==> src/rtl/uart_boot_loader_pkg.sv <==
// Shared definitions for the UART boot loader.
// Holds the frame protocol byte values and the state encodings
// used by the frame FSM and the receive core.
package uart_boot_loader_pkg;

  // Frame protocol bytes
  localparam logic [7:0] SYNC_BYTE = 8'hA5;
  localparam logic [7:0] ACK_BYTE  = 8'h06;
  localparam logic [7:0] NAK_BYTE  = 8'h15;

  // Frame-level FSM
  typedef enum logic [2:0] {
    ST_IDLE,
    ST_LEN_LO,
    ST_LEN_HI,
    ST_DATA,
    ST_CHECK,
    ST_REPLY,
    ST_ERR
  } frame_state_e;

  // Receive core FSM
  typedef enum logic [1:0] {
    RX_IDLE,
    RX_START,
    RX_DATA,
    RX_STOP
  } rx_state_e;

endpackage

==> src/rtl/uart_boot_loader_rx.sv <==
// UART 8N1 receive core for the boot loader.
// Ports:
//   clk_i      - system clock
//   rst_ni     - asynchronous active-low reset
//   rx_i       - raw serial line, idle high
//   rx_valid_o - one-cycle pulse, rx_byte_o holds a good byte
//   rx_byte_o  - last received byte (LSB first on the line)
//   rx_ferr_o  - one-cycle pulse when the stop bit was sampled low
module uart_rx_core
  import uart_boot_loader_pkg::*;
#(
  parameter int CLKS_PER_BIT = 434
) (
  input  logic       clk_i,
  input  logic       rst_ni,
  input  logic       rx_i,
  output logic       rx_valid_o,
  output logic [7:0] rx_byte_o,
  output logic       rx_ferr_o
);

  localparam int            CW        = $clog2(CLKS_PER_BIT) + 1;
  localparam logic [CW-1:0] BIT_LAST  = CW'(CLKS_PER_BIT - 1);
  localparam logic [CW-1:0] HALF_LAST = CW'(CLKS_PER_BIT / 2 - 1);

  logic [1:0]    sync_q;
  logic          prev_q;
  logic          rxSync;
  rx_state_e     state_q, state_d;
  logic [CW-1:0] cnt_q, cnt_d;
  logic [2:0]    bitIdx_q, bitIdx_d;
  logic [7:0]    shift_q, shift_d;
  logic          valid_q, valid_d;
  logic          ferr_q, ferr_d;

  assign rxSync = sync_q[1];

  // Two-flop synchronizer plus one extra flop so a genuine falling edge
  // (high then low) can be told apart from a line that is simply held low.
  always_ff @(posedge clk_i or negedge rst_ni) begin
    if (!rst_ni) begin
      sync_q <= 2'b11;
      prev_q <= 1'b1;
    end else begin
      sync_q <= {sync_q[0], rx_i};
      prev_q <= rxSync;
    end
  end

  // Bit timer and deserializer. The start bit is re-checked half a bit in
  // so short low glitches are dropped; every later sample is one full bit
  // after the previous one, which lands in the middle of each bit.
  always_comb begin
    state_d  = state_q;
    cnt_d    = cnt_q;
    bitIdx_d = bitIdx_q;
    shift_d  = shift_q;
    valid_d  = 1'b0;
    ferr_d   = 1'b0;
    unique case (state_q)
      RX_IDLE: begin
        if (prev_q && !rxSync) begin
          state_d = RX_START;
          cnt_d   = '0;
        end
      end
      RX_START: begin
        if (cnt_q == HALF_LAST) begin
          cnt_d    = '0;
          bitIdx_d = '0;
          state_d  = rxSync ? RX_IDLE : RX_DATA;
        end else begin
          cnt_d = cnt_q + 1'b1;
        end
      end
      RX_DATA: begin
        if (cnt_q == BIT_LAST) begin
          cnt_d    = '0;
          shift_d  = {rxSync, shift_q[7:1]};
          bitIdx_d = bitIdx_q + 1'b1;
          if (bitIdx_q == 3'd7) state_d = RX_STOP;
        end else begin
          cnt_d = cnt_q + 1'b1;
        end
      end
      RX_STOP: begin
        if (cnt_q == BIT_LAST) begin
          cnt_d   = '0;
          state_d = RX_IDLE;
          valid_d = rxSync;
          ferr_d  = !rxSync;
        end else begin
          cnt_d = cnt_q + 1'b1;
        end
      end
      default: state_d = RX_IDLE;
    endcase
  end

  // Receive state register
  always_ff @(posedge clk_i or negedge rst_ni) begin
    if (!rst_ni) begin
      state_q  <= RX_IDLE;
      cnt_q    <= '0;
      bitIdx_q <= '0;
      shift_q  <= '0;
      valid_q  <= 1'b0;
      ferr_q   <= 1'b0;
    end else begin
      state_q  <= state_d;
      cnt_q    <= cnt_d;
      bitIdx_q <= bitIdx_d;
      shift_q  <= shift_d;
      valid_q  <= valid_d;
      ferr_q   <= ferr_d;
    end
  end

  assign rx_valid_o = valid_q;
  assign rx_byte_o  = shift_q;
  assign rx_ferr_o  = ferr_q;

endmodule

==> src/rtl/uart_boot_loader.sv <==
// UART boot loader: receives a program image frame on i_Rx and writes it
// word by word into instruction memory, then answers ACK/NAK on o_Tx.
// Frame: A5 | count_lo | count_hi | count*4 data bytes (LE words) | xor.
// Ports:
//   clk, rst_n          - clock, asynchronous active-low reset
//   i_Rx / o_Tx         - serial lines, idle high
//   im_we/im_addr/im_wdata - instruction memory write port (1-cycle strobe)
//   cpu_hold            - high from sync byte until the reply stop bit ends
//   done / error        - sticky result of the last frame
module uart_boot_loader
  import uart_boot_loader_pkg::*;
#(
  parameter int          CLKS_PER_BIT = 434,
  parameter logic [15:0] BASE_ADDR    = 16'h0000,
  parameter int          TIMEOUT_CLKS = 1_000_000,
  parameter int          MAX_WORDS    = 16384
) (
  input  logic        clk,
  input  logic        rst_n,
  input  logic        i_Rx,
  output logic        o_Tx,
  output logic        im_we,
  output logic [15:0] im_addr,
  output logic [31:0] im_wdata,
  output logic        cpu_hold,
  output logic        done,
  output logic        error
);

  localparam int            BW           = $clog2(CLKS_PER_BIT) + 1;
  localparam logic [BW-1:0] BIT_LAST     = BW'(CLKS_PER_BIT - 1);
  localparam int            TW           = $clog2(TIMEOUT_CLKS + 1);
  localparam logic [TW-1:0] TIMEOUT_LAST = TW'(TIMEOUT_CLKS - 1);
  localparam logic [15:0]   MAX_COUNT    = 16'(MAX_WORDS);

  logic       rxValid;
  logic [7:0] rxByte;
  logic       rxFerr;

  uart_rx_core #(
    .CLKS_PER_BIT(CLKS_PER_BIT)
  ) u_rx (
    .clk_i     (clk),
    .rst_ni    (rst_n),
    .rx_i      (i_Rx),
    .rx_valid_o(rxValid),
    .rx_byte_o (rxByte),
    .rx_ferr_o (rxFerr)
  );

  frame_state_e  state_q, state_d;
  logic [15:0]   count_q, count_d;
  logic [15:0]   wordIdx_q, wordIdx_d;
  logic [1:0]    byteIdx_q, byteIdx_d;
  logic [31:0]   word_q, word_d;
  logic [7:0]    csum_q, csum_d;
  logic [TW-1:0] idle_q, idle_d;
  logic          done_q, done_d;
  logic          error_q, error_d;
  logic          we_q, we_d;
  logic [15:0]   addr_q, addr_d;
  logic [31:0]   wdata_q, wdata_d;
  logic [9:0]    txShift_q, txShift_d;
  logic [BW-1:0] txCnt_q, txCnt_d;
  logic [3:0]    txBit_q, txBit_d;
  logic          startReply;
  logic [7:0]    replyByte;
  logic [31:0]   wordNext;

  // Bytes arrive least significant first, so shifting each new byte in at
  // the top leaves byte i in bits [8i+7:8i] once all four are in.
  assign wordNext = {rxByte, word_q[31:8]};

  // Frame FSM next-state logic, including the reply shifter which only
  // runs while in REPLY. A byte in the same cycle as a timeout wins
  // because rxValid is tested first and clears the idle counter.
  always_comb begin
    state_d    = state_q;
    count_d    = count_q;
    wordIdx_d  = wordIdx_q;
    byteIdx_d  = byteIdx_q;
    word_d     = word_q;
    csum_d     = csum_q;
    idle_d     = idle_q;
    done_d     = done_q;
    error_d    = error_q;
    we_d       = 1'b0;
    addr_d     = addr_q;
    wdata_d    = wdata_q;
    txShift_d  = txShift_q;
    txCnt_d    = txCnt_q;
    txBit_d    = txBit_q;
    startReply = 1'b0;
    replyByte  = NAK_BYTE;
    unique case (state_q)
      ST_IDLE: begin
        idle_d = '0;
        if (rxValid && rxByte == SYNC_BYTE) begin
          state_d   = ST_LEN_LO;
          done_d    = 1'b0;
          error_d   = 1'b0;
          csum_d    = '0;
          wordIdx_d = '0;
          byteIdx_d = '0;
          count_d   = '0;
        end
      end
      ST_LEN_LO, ST_LEN_HI, ST_DATA, ST_CHECK: begin
        idle_d = idle_q + 1'b1;
        if (rxValid) begin
          idle_d = '0;
          case (state_q)
            ST_LEN_LO: begin
              count_d[7:0] = rxByte;
              state_d      = ST_LEN_HI;
            end
            ST_LEN_HI: begin
              count_d[15:8] = rxByte;
              if ({rxByte, count_q[7:0]} > MAX_COUNT) state_d = ST_ERR;
              else if ({rxByte, count_q[7:0]} == 16'd0) state_d = ST_CHECK;
              else state_d = ST_DATA;
            end
            ST_DATA: begin
              csum_d    = csum_q ^ rxByte;
              word_d    = wordNext;
              byteIdx_d = byteIdx_q + 1'b1;
              if (byteIdx_q == 2'd3) begin
                we_d      = 1'b1;
                addr_d    = BASE_ADDR + {wordIdx_q[13:0], 2'b00};
                wdata_d   = wordNext;
                wordIdx_d = wordIdx_q + 16'd1;
                if (wordIdx_q + 16'd1 == count_q) state_d = ST_CHECK;
              end
            end
            ST_CHECK: begin
              startReply = 1'b1;
              state_d    = ST_REPLY;
              if (rxByte == csum_q) begin
                replyByte = ACK_BYTE;
                done_d    = 1'b1;
              end else begin
                error_d = 1'b1;
              end
            end
            default: ;
          endcase
        end else if (rxFerr || idle_q == TIMEOUT_LAST) begin
          state_d = ST_ERR;
        end
      end
      ST_ERR: begin
        startReply = 1'b1;
        error_d    = 1'b1;
        state_d    = ST_REPLY;
      end
      ST_REPLY: begin
        if (txCnt_q == BIT_LAST) begin
          txCnt_d   = '0;
          txShift_d = {1'b1, txShift_q[9:1]};
          txBit_d   = txBit_q + 1'b1;
          if (txBit_q == 4'd9) state_d = ST_IDLE;
        end else begin
          txCnt_d = txCnt_q + 1'b1;
        end
      end
      default: state_d = ST_IDLE;
    endcase
    // Load stop, data and start bits; bit 0 goes out first.
    if (startReply) begin
      txShift_d = {1'b1, replyByte, 1'b0};
      txCnt_d   = '0;
      txBit_d   = '0;
    end
  end

  // Frame FSM and datapath registers
  always_ff @(posedge clk or negedge rst_n) begin
    if (!rst_n) begin
      state_q   <= ST_IDLE;
      count_q   <= '0;
      wordIdx_q <= '0;
      byteIdx_q <= '0;
      word_q    <= '0;
      csum_q    <= '0;
      idle_q    <= '0;
      done_q    <= 1'b0;
      error_q   <= 1'b0;
      we_q      <= 1'b0;
      addr_q    <= '0;
      wdata_q   <= '0;
      txShift_q <= 10'h3FF;
      txCnt_q   <= '0;
      txBit_q   <= '0;
    end else begin
      state_q   <= state_d;
      count_q   <= count_d;
      wordIdx_q <= wordIdx_d;
      byteIdx_q <= byteIdx_d;
      word_q    <= word_d;
      csum_q    <= csum_d;
      idle_q    <= idle_d;
      done_q    <= done_d;
      error_q   <= error_d;
      we_q      <= we_d;
      addr_q    <= addr_d;
      wdata_q   <= wdata_d;
      txShift_q <= txShift_d;
      txCnt_q   <= txCnt_d;
      txBit_q   <= txBit_d;
    end
  end

  assign o_Tx     = (state_q == ST_REPLY) ? txShift_q[0] : 1'b1;
  assign cpu_hold = (state_q != ST_IDLE);
  assign im_we    = we_q;
  assign im_addr  = addr_q;
  assign im_wdata = wdata_q;
  assign done     = done_q;
  assign error    = error_q;

endmodule

==> config.mk <==
export PLATFORM = sky130hd
export DESIGN_NAME = uart_boot_loader
export DESIGN_NICKNAME = d
export VERILOG_FILES = /design/src/rtl/uart_boot_loader_pkg.sv /design/src/rtl/uart_boot_loader_rx.sv /design/src/rtl/uart_boot_loader.sv
export SDC_FILE = /design/constraint.sdc
export NUM_CORES = 1
export LEC_CHECK = 0
export BUFFER_PORTS_ARGS = -buffer_cell sky130_fd_sc_hd__buf_2
export CORE_MARGIN = 2
export CORE_UTILIZATION = 38
export DETAILED_ROUTE_END_ITERATION = 6
export PLACE_DENSITY = 0.61
export SLEW_MARGIN = 40
export SYNTH_ARGS = -nofsm -noshare
export SYNTH_HDL_FRONTEND = slang
export SYNTH_SLANG_ARGS = --single-unit
==> constraint.sdc <==
create_clock -name clk -period 2.8 [get_ports clk]
set_input_delay 0.56 -clock clk [delete_from_list [all_inputs] [get_ports clk]]
set_output_delay 0.56 -clock clk [all_outputs]
set_load 0.1 [all_outputs]
Word level (Yosys, flattened, before mapping)
Index checks and enable logic that the tools add are counted.

word-level totals
  bits in registers = 198
  input bits = 3
  logic and storage cells = 178
  output and inout bits = 53

cells by class
  reductions and logical operators = 28
  $add $sub $neg = 7
  $lt $le $gt $ge = 1
  equal/unequal tests = 39
  mux-type cells = 78
  bitwise gates (word level) = 1

operator list
  operator                                                                           count
  10-bit 2-to-1 mux                                                                  9
  16-bit 2-to-1 mux                                                                  5
  16-bit one-hot mux with 2 select lines                                             2
  8-bit 2-to-1 mux                                                                   5
  20-bit one-hot mux with 2 select lines                                             1
  3-bit 2-to-1 mux                                                                   11
  10-bit one-hot mux with 3 select lines                                             1
  3-bit one-hot mux with 4 select lines                                              2
  10-bit by 1-bit adder with 10-bit output, second input constant                    2
  20-bit by 1-bit adder with 20-bit output, second input constant                    1
  10-bit by 9-bit equality test with 1-bit output, second input constant             2
  20-bit equality test, second input constant                                        1
  20-bit 2-to-1 mux                                                                  1
  5-bit 2-to-1 mux                                                                   4
  2-bit != test, second input constant                                               10
  5-bit AND reduction                                                                4
  1-bit 2-to-1 mux                                                                   18
  2-bit 2-to-1 mux                                                                   9
  16-bit by 1-bit adder with 16-bit output, second input constant                    1
  16-bit equality test                                                               1
  16-bit by 15-bit greater-than comparator with 1-bit output, second input constant  1
  16-bit logical NOT                                                                 1
  8-bit one-hot mux with 2 select lines                                              1
  4-bit AND reduction                                                                4
  other kinds (35)                                                                   57

Longest topological paths before layout
  depth after elaboration = 7
  gate-level depth with buffers = 10

Modules after synthesis
Synthesis repeated with hierarchy kept, for this count alone.

unflattened totals
  cells, all modules = 1006
  area, all modules = 9251.4 um^2

by module, submodules not included
  module            cells an instance  instances  area each (um^2)
  uart_boot_loader  881                1          7818.7
  uart_rx_core      125                1          1432.6

Least setup slack after synthesis
Ideal clock, no wire load.

  path kind = flip-flop to flip-flop
  start = register wordIdx_q[0]
  end = register state_q[2]
  arrival time = 2.356 ns
  stages on the path, launching flop included = 9
  setup slack = 0.379 ns
  library setup time = 0.065 ns
  data required time = 2.735 ns
  path through = dfrtp_1 > ha_1 > nand3_2 > nor4_4 > xnor2_1 > or4_1 > nor4_2 > a31o_2 > o221a_2

on the way
  longest elaborated chain between the ends = 4

RTL lines
  item                                      RTL line                 text
  start, declared                           uart_boot_loader.sv:53   logic [15:0] wordIdx_q, wordIdx_d;
  start signal, assigned                    uart_boot_loader.sv:197  wordIdx_q <= wordIdx_d;
  16-bit by 1-bit adder with 16-bit output  uart_boot_loader.sv:132  if (wordIdx_q + 16'd1 == count_q) state_d = ST_CHECK;
  16-bit equality test                      uart_boot_loader.sv:132
  4-bit != test (no line)                   -
  7-bit AND reduction (no line)             -
  end signal, assigned                      uart_boot_loader.sv:195  state_q <= state_d;
  end, declared                             uart_boot_loader.sv:51   frame_state_e state_q, state_d;

No other way between the ends.
A chain may end at the register's enable or synchronous reset.

Final worst setup path
  start = register state_q[0]
  end = output o_Tx

on the way
  longest elaborated chain between the ends = 2

RTL lines
  item                 RTL line                 text
  3-bit equality test  uart_boot_loader.sv:213  assign o_Tx = (state_q == ST_REPLY) ? txShift_q[0] : 1'b1;
  1-bit 2-to-1 mux     uart_boot_loader.sv:213
  end, declared        uart_boot_loader.sv:21   output logic o_Tx,

No other way between the ends.

==> summary.txt <==
CTS
  – H-tree levels: 4
  – Root Driver: clkbuf_16
  – Cts repair resizes: 0
  – Postcts setup bufs: 0
  – CTS buffer count: 17
  – CTS max path bufs: 2
  – Clk sink count: 189
  – Clock-pin slew on the worst setup and hold paths: 0.09 ns
  – Worst-Skew Late Latency: about 0.45 ns
  – Cts hold-fix bufs: 0
  – CTS tree: done

Power and ir drop
  – Switching fraction of total power: approximately a quarter
  – Comb pwr share: 3.7%
  – NetSw: 1.49 mW
  – Peak supply drop: 423 µV
  – Clock share of power: 45.7%
  – Cell area power density: between 500 and 600 mW/mm²
  – Internal power: around 4.1 mW
  – Pleak: a little over 5 nW
  – Total power draw: around 5.6 mW
  – Sequential power share: a little over 50%

Logic synthesis
  – Number of flops mapped to enable cells by yosys: 0
  – Sequential share of the synthesized area: a little over half
  – Yosys top cell by area: dfrtp_1
  – Synthesized flop and latch total: 189
  – Synth Flop Type: dfrtp_1
  – Syn Std Cell Area: about 0.0090 mm²
  – Cells after synthesis: 975
  – Top cell type's share of synthesized area: 49.2%
  – Fraction of registers with async set/reset: 100%
  – YS warnings: 0
  – Distinct cells, synth: 63
  – Post-synthesis area per instance: 9.23 µm²
  – Largest cells by area after synthesis: dfrtp_1, nand2_1, o21ai_1

Drt
  – Antenna viol nets, final: 0
  – Detailed router's first-iteration violation count: 463
  – Post-Route WL: between 15 and 20 mm
  – DRC viols: 0
  – Pre-antenna DRT Iters: 4
  – Wire per inst: 14.2 µm
  – Vias per cell: just over 5
  – Via count: slightly below 7000

Worst setup path
  – Critical path capture point type: output pin
  – Max incr delay on CP: about 0.54 ns
  – Type of the worst setup path: flip-flop to output pin
  – Cell Chain, Critical Path: buf_4 > nand2_1 > or3_1 > buf_2
  – CP max stage cell: dfrtp_1
  – Critical Path RT: ~2.2 ns
  – Reg-to-reg slack, setup: approximately 0.20 ns
  – CP arrival: ~2.1 ns
  – Startpoint types: flip-flop
  – Crit path max fanout: 12

Worst hold path
  – HP Class: input pin to asynchronous set/reset pin

GRT
  – Grt total ovfl: 0
  – Largest net degree at the start of global routing: between 60 and 70
  – Global router's overall resource usage: 16.4%
  – First-pass GRT wire length: approximately 33 mm
  – Antenna violations before repair: 0
  – Vias in the first global route: approximately 6500

Timing
  – RSZ-0062 raised after global routing: no
  – Fin crit period: about 2.7 ns
  – Endpoints failing setup: 0
  – Final Hold Fails: 0
  – Crit share post-route: between 90% and 100%
  – Clk_skew: 0.0194 ns
  – Rel. slew slack: 55.1%
  – Fmax: ~380 MHz
  – Least-Margin Pin Slew: between 0.6 and 0.7 ns
  – Fin. max-slew vios: 0
  – Setup TNS: 0 ns

Floorplan
  – Die X: approximately 160 µm
  – Die height: approximately 160 µm
  – FP Rows: 56
  – IO Pins: 56
  – Area of the die: 0.0249 mm²
  – Initial core utilization: just under 40%
  – Core ar.: 0.0233 mm²

Placement
  – Routability congestion estimate: between 0.7 and 0.8
  – Port bufs: 53
  – Dpl hpwl: roughly 13 mm

Layout
  – FILL cells: around 2300
  – Commonest non-fill, non-tap cell in the layout: nand2_1
  – Ratio of cells with drive above 1 in the final layout: 15.9%
  – Commonest non-fill, non-tap cells in the layout: nand2_1, dfrtp_1, o21ai_1
  – Layout Nets: roughly 1000
  – Area grow syn2layout: 14.9%
  – Antenna Cells: 0

Flow run
  – Max Cap Viol: 0

Status
  – Status: finished, final reports clean
[path summary, 6_finish.rpt]
kind,from,cells past startpoint,to
worst max-delay path,state_q[0],4,o_Tx
worst min-delay path,rst_n,1,im_addr[10]
worst max register to register,wordIdx_q[1],8,state_q[2]
worst min register to register,u_rx.sync_q[0],0,u_rx.sync_q[1]
max in group asynchronous,rst_n,2,txCnt_q[3]
min in group clk,i_Rx,1,u_rx.sync_q[0]
[flip-flops by register name (all words and copies together) (netlist names), 2 cells and up, named ones only]
register and count:
u_rx.bitIdx_q 3, im_wdata 32, u_rx.rx_byte_o 8, count_q 16, byteIdx_q 2, word_q 24, idle_q 20, u_rx.sync_q 2
txShift_q 9, csum_q 8, wordIdx_q 16, im_addr 14, txCnt_q 10, txBit_q 4, state_q 3, u_rx.cnt_q 10
[worst max-delay path, delay by kind of cell, from the launching register on]
| family | cells | cell delay [ns] |
|---|---|---|
| and+or+nand+nor | 2 | 0.55 |
| DFF | 1 | 0.54 |
| buffers and inverters | 2 | 0.57 |
[layout make-up]
type                            count  area, µm²  area share [%]
Sequential cell                   189       4740            45.9
Tap cell                          319        399            3.86
Timing Repair Buffer               79        507            4.90
Inverter                           12       45.0           0.436
Multi-Input combinational cell    719       4000            38.7
Clock inverter                     15        220            2.13
Clock buffer                       17        425            4.11
[routing by layer]
metal / up-vias / routed length, µm / global-route usage, %
li1: 3421 / - / -
met1: 3334 / 9330 / 22.7
met2: 114 / 8990 / 26.0
met3: 13 / 741 / 3.39
met4: 0 / 167 / 4.55
met5: - / 0 / 0
[metrics by stage]
stage | instance area [µm²] | hold WS [ns] | util, % | setup WS, ns | instances
floorplan | 9010 | 0.264 | - | 0.379 | 976
global placement | 9690 | 0.356 | 41.5 | 0.237 | 1318
detailed placement | 9690 | 0.358 | 41.5 | 0.132 | 1318
CTS | 10300 | 0.114 | 44.3 | 0.0953 | 1350
global route | 10300 | 0.135 | 44.3 | 0.0191 | 1350
finish | 10300 | 0.0993 | 44.3 | 0.138 | 1350
[cell usage after synthesis (all sizes together), types with 3 or more instances]
master	instances
a21oi	19
a22o	5
a31oi	8
and2	8
and3	18
buf	8
clkbuf	48
dfrtp	177
dfstp	12
ha	12
inv	12
mux2	30
mux2i	3
nand2	266
nand2b	5
nand3	21
nand4	17
nor2	64
nor2b	3
nor3	16
nor4	10
nor4b	3
o21a	4
o21ai	106
o31ai	17
o41ai	3
or3	9
or4	3
xnor2	26
xor2	13
[power by group through the flow]
stage          Clock (mW)  Combinational (mW)  Sequential [mW]
6_report             2.55               0.206             2.83
5_1_grt              2.73               0.243             2.84
4_1_cts              2.62               0.212             2.83
3_5_place_dp            0               0.209             2.88
3_3_place_gp            0               0.202             2.88
2_1_floorplan           0               0.123             2.87
[logic make-up after synthesis]
family          share of synthesized area (%)
simple gates                             22.9
flops                                    52.7
compound gates                           11.8
buf+inv                                  3.00
xor+xnor                                 3.79
mux                                      4.09
fa+ha+maj                                1.67
other cells                            0.0417
(Power assumes the default switching activity.)
